--- src/rtl/serdes_tx_arbiter.sv ---
// serdes_tx_arbiter: two-requester packet framer for SERDES TX (header, payload, optional checksum trailer via SERDES_TX_ARB_CHECKSUM_EN)
module serdes_tx_arbiter #(
  parameter int MAX_PKT   = 1024,
  parameter int CNT_WIDTH = 11
) (
  input  logic        dsp_clk,
  input  logic        dsp_rst,
  input  logic [15:0] req0_dat,
  input  logic        req0_last,
  input  logic        req0_valid,
  output logic        req0_rdy,
  input  logic [15:0] req1_dat,
  input  logic        req1_last,
  input  logic        req1_valid,
  output logic        req1_rdy,
  output logic [15:0] tx_dat_o,
  output logic        tx_klsb_o,
  output logic        tx_kmsb_o,
  output logic        tx_en_o,
  input  logic        tx_rdy_i,
  output logic [1:0]  grant,
  output logic        busy,
  output logic        pkt_err,
  output logic [7:0]  debug
);
  typedef enum logic [1:0] {IDLE, HDR, DATA, TRL} state_t;
  state_t state, state_nxt;
  logic ch, ch_nxt;
  logic [CNT_WIDTH-1:0] cnt, cnt_nxt, cnt_inc;
  logic err_q, err_nxt;
  logic [15:0] dat, src_dat;
  logic klsb, en, rdy, src_valid, src_last, busy_r;
  logic [1:0] grant_r;
`ifdef SERDES_TX_ARB_CHECKSUM_EN
  logic [15:0] sum, sum_nxt;
`endif
  assign src_dat   = ch ? req1_dat : req0_dat;
  assign src_valid = ch ? req1_valid : req0_valid;
  assign src_last  = ch ? req1_last : req0_last;
  assign cnt_inc   = cnt + CNT_WIDTH'(1);
  always_comb begin
    state_nxt = state;
    ch_nxt = ch;
    cnt_nxt = cnt;
    err_nxt = err_q;
    dat = '0;
    klsb = 1'b0;
    en = 1'b0;
    rdy = 1'b0;
`ifdef SERDES_TX_ARB_CHECKSUM_EN
    sum_nxt = sum;
`endif
    case (state)
      IDLE: if (req0_valid | req1_valid) begin
        ch_nxt = (req0_valid & req1_valid) ? ~ch : req1_valid;
        state_nxt = HDR;
      end
      HDR: begin
        dat = {7'b0, ch, 8'h5C};
        klsb = 1'b1;
        en = tx_rdy_i;
        if (tx_rdy_i) begin
          cnt_nxt = '0;
`ifdef SERDES_TX_ARB_CHECKSUM_EN
          sum_nxt = '0;
`endif
          state_nxt = DATA;
        end
      end
      DATA: begin
        dat = src_dat;
        rdy = tx_rdy_i;
        en = src_valid & tx_rdy_i;
        if (en) begin
          cnt_nxt = cnt_inc;
`ifdef SERDES_TX_ARB_CHECKSUM_EN
          sum_nxt = sum ^ src_dat;
`endif
          if (src_last || cnt_inc == CNT_WIDTH'(MAX_PKT)) begin
            err_nxt = err_q | ~src_last;
`ifdef SERDES_TX_ARB_CHECKSUM_EN
            state_nxt = TRL;
`else
            state_nxt = IDLE;
`endif
          end
        end
      end
      TRL: begin
`ifdef SERDES_TX_ARB_CHECKSUM_EN
        dat = sum;
        en = tx_rdy_i;
        if (tx_rdy_i) state_nxt = IDLE;
`else
        state_nxt = IDLE;
`endif
      end
    endcase
  end
  always_ff @(posedge dsp_clk) begin
    if (dsp_rst) begin
      state <= IDLE;
      ch <= 1'b1;
      cnt <= '0;
      err_q <= 1'b0;
`ifdef SERDES_TX_ARB_CHECKSUM_EN
      sum <= '0;
`endif
    end else begin
      state <= state_nxt;
      ch <= ch_nxt;
      cnt <= cnt_nxt;
      err_q <= err_nxt;
`ifdef SERDES_TX_ARB_CHECKSUM_EN
      sum <= sum_nxt;
`endif
    end
  end
  assign busy_r    = state != IDLE;
  assign grant_r   = busy_r ? {ch, ~ch} : 2'b00;
  assign req0_rdy  = rdy & ~ch & ~dsp_rst;
  assign req1_rdy  = rdy & ch & ~dsp_rst;
  assign tx_en_o   = en & ~dsp_rst;
  assign tx_dat_o  = dsp_rst ? 16'h0 : dat;
  assign tx_klsb_o = klsb & ~dsp_rst;
  assign tx_kmsb_o = 1'b0;
  assign grant     = dsp_rst ? 2'b00 : grant_r;
  assign busy      = busy_r & ~dsp_rst;
  assign pkt_err   = err_q & ~dsp_rst;
  assign debug     = dsp_rst ? 8'h00 : {err_q, busy_r, grant_r, ch, 1'b0, state};
endmodule

--- config.mk ---
export PLATFORM = sky130hd
export DESIGN_NAME = serdes_tx_arbiter
export DESIGN_NICKNAME = d
export VERILOG_FILES = /design/src/rtl/serdes_tx_arbiter.sv
export SDC_FILE = /design/constraint.sdc
export NUM_CORES = 1
export LEC_CHECK = 0
export ABC_AREA = 1
export BUFFER_PORTS_ARGS = -buffer_cell sky130_fd_sc_hd__buf_2
export CORE_ASPECT_RATIO = 1.25
export CORE_MARGIN = 3
export CORE_UTILIZATION = 30
export CTS_CLUSTER_SIZE = 14
export DETAILED_ROUTE_END_ITERATION = 10
export PLACE_DENSITY = 0.58
export SETUP_SLACK_MARGIN = 0.3
export SYNTH_ARGS = -nofsm -noshare
export SYNTH_HDL_FRONTEND = slang
export SYNTH_SLANG_ARGS = --single-unit
--- constraint.sdc ---
create_clock -name dsp_clk -period 2.1 [get_ports dsp_clk]
set_input_delay 0 -clock dsp_clk [delete_from_list [all_inputs] [get_ports dsp_clk]]
set_output_delay 0 -clock dsp_clk [all_outputs]
set_load 0.01 [all_outputs]
Word level (Yosys, flattened, before mapping)

Cells that the tools add are included.

Flip-flop bits (word level): 15
Latch bits: 0
Bits in writable memories: 0
Bits in read-only memories: 0
Input port bits: 39
Output and inout port bits: 33
Word-level logic and storage cells: 56
Memories kept: 0

Add/subtract/negate cells: 1
$mul: 0
Divide/modulo/power cells: 0
Order comparisons: 0
Equality and inequality tests: 8
Shifts and indexed selects: 0
Multiplexer cells: 20
Bitwise operators: 15
Reduce and logical (&&, ||, !) cells: 8

Operators with widths:

| operator                                       | number |
|---|---|
| two-way mux 16 bit                             | 2 |
| case mux 16 bit (2 select lines)               | 1 |
| two-way mux 11 bit                             | 2 |
| case mux 11 bit (2 select lines)               | 1 |
| two-way mux 2 bit                              | 6 |
| adder 11 x 1 -> 11 bit (second input constant) | 1 |
| == test 11 bit (second input constant)         | 1 |
| AND 1 bit                                      | 10 |
| two-way mux 8 bit                              | 1 |
| inequality test 2 bit (second input constant)  | 4 |
| case mux 2 bit (4 select lines)                | 1 |
| AND reduction 3 bit                            | 2 |
| two-way mux 1 bit                              | 5 |
| == test 2 bit (second input constant)          | 2 |
| AND reduction 4 bit                            | 1 |
| nonzero test 2 bit                             | 2 |
| NOT 1 bit                                      | 3 |
| == test 2 x 1 -> 1 bit (second input constant) | 1 |
| zero test 2 bit                                | 1 |
| OR 1 bit                                       | 2 |
| case mux 1 bit (2 select lines)                | 1 |
| AND reduction 2 bit                            | 1 |
| logical OR 1 bit                               | 1 |

Logic depth before layout (Yosys ltp)

Depth in word-level cells: 6
Depth in mapped cells: 13
Mapped depth without buffers: 13

Least setup slack after synthesis

Ideal clock, no wire load.

Path kind: register -> register
Start: register cnt[0]
End: register state[0]
Setup time: 0.115 ns
Arrival time: 1.388 ns
Required time: 1.985 ns
Path slack: 0.597 ns
Stages on the path, launching flop included: 11
Buffers on the path: 0
Period minus slack after synthesis: 1.503 ns
Cells stage by stage: dfxtp_1 > ha_1 > nand2_4 > nor2_4 > nand3_1 > a21oi_2 > nand3_2 > nand2_2 > nand3_1 > nand2_1 > nor2_1

Cells in the longest elaborated chain, start to end: 5

Ends and longest elaborated chain:

| element                                | line | text |
|---|---|---|
| from (decl)                            | 29   | `logic [CNT_WIDTH-1:0] cnt, cnt_nxt, cnt_inc;` |
| from (signal assigned)                 | 112  | `cnt <= cnt_nxt;` |
| adder 11 x 1 -> 11 bit                 | 40   | `assign cnt_inc = cnt + CNT_WIDTH'(1);` |
| == test 11 bit                         | 79   | `if (src_last \|\| cnt_inc == CNT_WIDTH'(MAX_PKT)) begin` |
| logical OR 1 bit                       | 79   |  |
| inequality test 2 bit (no source line) | n/a  |  |
| AND reduction 4 bit (no source line)   | n/a  |  |
| to (signal assigned)                   | 110  | `state <= state_nxt;` |
| to (decl)                              | 27   | `state_t state, state_nxt;` |

No other way between the ends.
A chain may end at the register's enable or synchronous reset.

Worst setup path in the final report

Start: register cnt[0]
End: register state[1]

The elaborated chain is that of the path after synthesis.

==> impl_metrics.env <==
export IMPL_status="complete, no violations"
export IMPL_rrSetupSlack_ns=0.44
export IMPL_synthCells=243
export IMPL_seq_area_frac_synth=0.219
export IMPL_clockBufferDepth=2
export IMPL_ys_ff_latch=15
export IMPL_drc=0
export IMPL_numCtsBuffers=3
export IMPL_min_to="ch"
export IMPL_layout_nets=351
export IMPL_multiInputGateArea_sq_um=911
export IMPL_synth_flop_cell="dfxtp_1"
export IMPL_die_area_sq_um=5430
export IMPL_via_per_inst=4.57
export IMPL_leakage_nw=0.904
export IMPL_chipHeight_microns=81.6
export IMPL_async_flop_share=0
export IMPL_clk_pin_slew_ns=0.07
export IMPL_crit_required_ns=2.25
export IMPL_syn2layout_area_growth_pct=31.3
export IMPL_cts_tree="yes"
export IMPL_critPathSlowestCell="dfxtp_2"
export IMPL_worstSetupStartpoint="cnt[0]"
export IMPL_hold_depth=3
export IMPL_grt_ovfl_total=0
export IMPL_hold_path_class="input pin to flip-flop"
export IMPL_regArea_sq_um=303
export IMPL_hold_violations=0
export IMPL_h_tree_depth=1
export IMPL_drive_gt1_frac=0.304
export IMPL_slowest_delay_ns=0.38
export IMPL_top_level_ports=72
export IMPL_ir_drop_v=0.000431
export IMPL_clock_latency_ns=0.25
export IMPL_timing_final_max_slew_violations=0
export IMPL_yosys_cell_types_count=27
export IMPL_fp_dieW_microns=66.5
export IMPL_p_per_area_nw_per_um2=773
export IMPL_wire_per_inst_microns=11.3
export IMPL_setup_tns_ns=0
export IMPL_dp_slack_ns=0.343
export IMPL_endpoint_kind="flip-flop"
export IMPL_postSynthAreaPerCell_sq_um=5.65
export IMPL_rows=26
export IMPL_clkSinkCount=15
export IMPL_track_usage=0.160
export IMPL_grt_max_degree=22
export IMPL_clockRootBuffer="clkbuf_8"
export IMPL_finalClockSkew_ns=0.00490
export IMPL_r2r_end="state[1]"
export IMPL_drtIter0Drc=57
export IMPL_crit_top_cell="nand2_1"
export IMPL_grt_pass1_vias=1553
export IMPL_path_max_fanout=6
export IMPL_gp_congestion=0.761
export IMPL_place_hpwl_mm=3.30
export IMPL_antenna_left=0
export IMPL_grt_pass1_wl_mm=6.82
export IMPL_drt_total_wl_mm=4.09
export IMPL_io_buffer_count=69
export IMPL_utilization=0.423
export IMPL_timing_fmax_ghz=0.602
export IMPL_yosysWarnings=0
export IMPL_crit_chain="ha_2 -> nand2_4 -> o21ai_2 -> nand2_1 -> inv_1 -> nand2_1 -> nor2_1 -> nand3_2 -> nand2_2 -> nand3_1 -> nand2_1 -> nor2_1"
export IMPL_r2r_start="cnt[0]"
export IMPL_synth_area_sq_um=1370
export IMPL_vias=1655
export IMPL_r2r_cells=12
export IMPL_antenna_found_initial=0
export IMPL_nFillCells=485
export IMPL_startpoint_type="flip-flop"
export IMPL_diodes=0
export IMPL_finalSetupViolations=0
export IMPL_setup_slack_ns=0.439
export IMPL_grt_setup_unrepaired="yes"
export IMPL_finalCriticalPeriod_ns=1.66
export IMPL_cap_viol_max_count=0
export IMPL_dr_pass1_iters=4
export IMPL_initial_utilization=0.322
export IMPL_post_route_period_util=0.791
export IMPL_critical_path_class="flip-flop to flip-flop"
export IMPL_hp_start="req1_valid"
export IMPL_core_sq_um=4260
export IMPL_synth_edf_count=0
export IMPL_arrival_ns=1.81
==> stage by stage <==
stage,hold WS [ns],area [sq um],std cells,power [mW]
after floorplan,0.126,1380,244,0.927
after global placement,0.273,1730,357,1.15
after detailed placement,0.275,1730,357,1.15
after CTS,0.0172,1790,362,1.40
after global routing,0.0367,1800,362,1.55
final,0.0222,1800,362,1.39
==> Yosys cell counts (all sizes together) (2+ instances only) <==
library cell / number / area share
nor2: 27 / 0.088
nand4: 3 / 0.014
ha: 5 / 0.046
inv: 23 / 0.063
o21bai: 2 / 0.011
o21ai: 6 / 0.025
clkbuf: 7 / 0.019
dfxtp: 15 / 0.22
nand3: 15 / 0.058
a21oi: 30 / 0.11
buf: 9 / 0.046
nor3: 3 / 0.011
nand2: 93 / 0.26
==> logic make-up after synthesis <==
kind of cell	share of synthesized area
AOI/OAI and AO/OA	0.170
adders and majority gates	0.0456
buffers and inverters	0.128
DFF	0.219
other	0.00273
and+or+nand+nor	0.435
==> registers in the layout, summed over array words and instances, names as in the netlist <==
signal / flops
state: 2
err_q: 1
ch: 1
cnt: 11
==> layout by cell type, fill, tap and decap left out, types with 4 or more instances in the layout <==
cell type,n
nor2_1,23
nand3_1,13
a21oi_1,29
dfxtp_1,13
inv_1,22
nand2_1,90
buf_4,4
buf_2,69
==> worst max-delay path, delay by kind of cell (launching register included) <==
family / cells / cell delay, ns
simple gates: 9 / 0.78
buf+inv: 1 / 0.05
fa+ha+maj: 1 / 0.21
flops: 1 / 0.38
compound gates: 1 / 0.13
==> final cells by class <==
class                   instances  area share
clock inverters                 1     0.00278
flip-flops and latches         15       0.168
repair buffers                 74       0.214
inverters                      23      0.0479
well taps                      56      0.0389
multi-input cells             190       0.506
clock buffers                   3      0.0229
==> how the worst max path moves through the flow <==
| stage | endpoint | slack (ns) | cells after the start |
|---|---|---|---|
| after global routing | state[0] | 0.29 | 12 |
| after global placement | state[0] | 0.37 | 12 |
| final | state[1] | 0.44 | 12 |
| after floorplan | state[0] | 0.60 | 10 |
| after CTS | state[1] | 0.34 | 12 |
| after detailed placement | state[1] | 0.34 | 12 |
==> per-layer routing <==
metal  vias to the layer above  wire (microns)  track usage
met5                         -               0            0
met4                         0              46       0.0488
met3                         4             335       0.0369
met2                        63            1970        0.292
met1                       701            1730        0.181
li1                        887               -            -
==> repair_timing <==
action                     4_1_cts  5_1_grt
hold buffers                     1        0
pin swaps                        0        0
setup buffers                    0        0
hold endpoints to repair         1        0
gates resized for setup          1        5
setup endpoints to repair       11       26
==> power by group <==
group / internal (mW) / total (mW) / switching, mW
clock: 0.132 / 0.239 / 0.108
combinational: 0.282 / 0.809 / 0.527
sequential: 0.314 / 0.344 / 0.0300
total: 0.727 / 1.39 / 0.665
No activity file was read; power rests on OpenSTA's default activity.
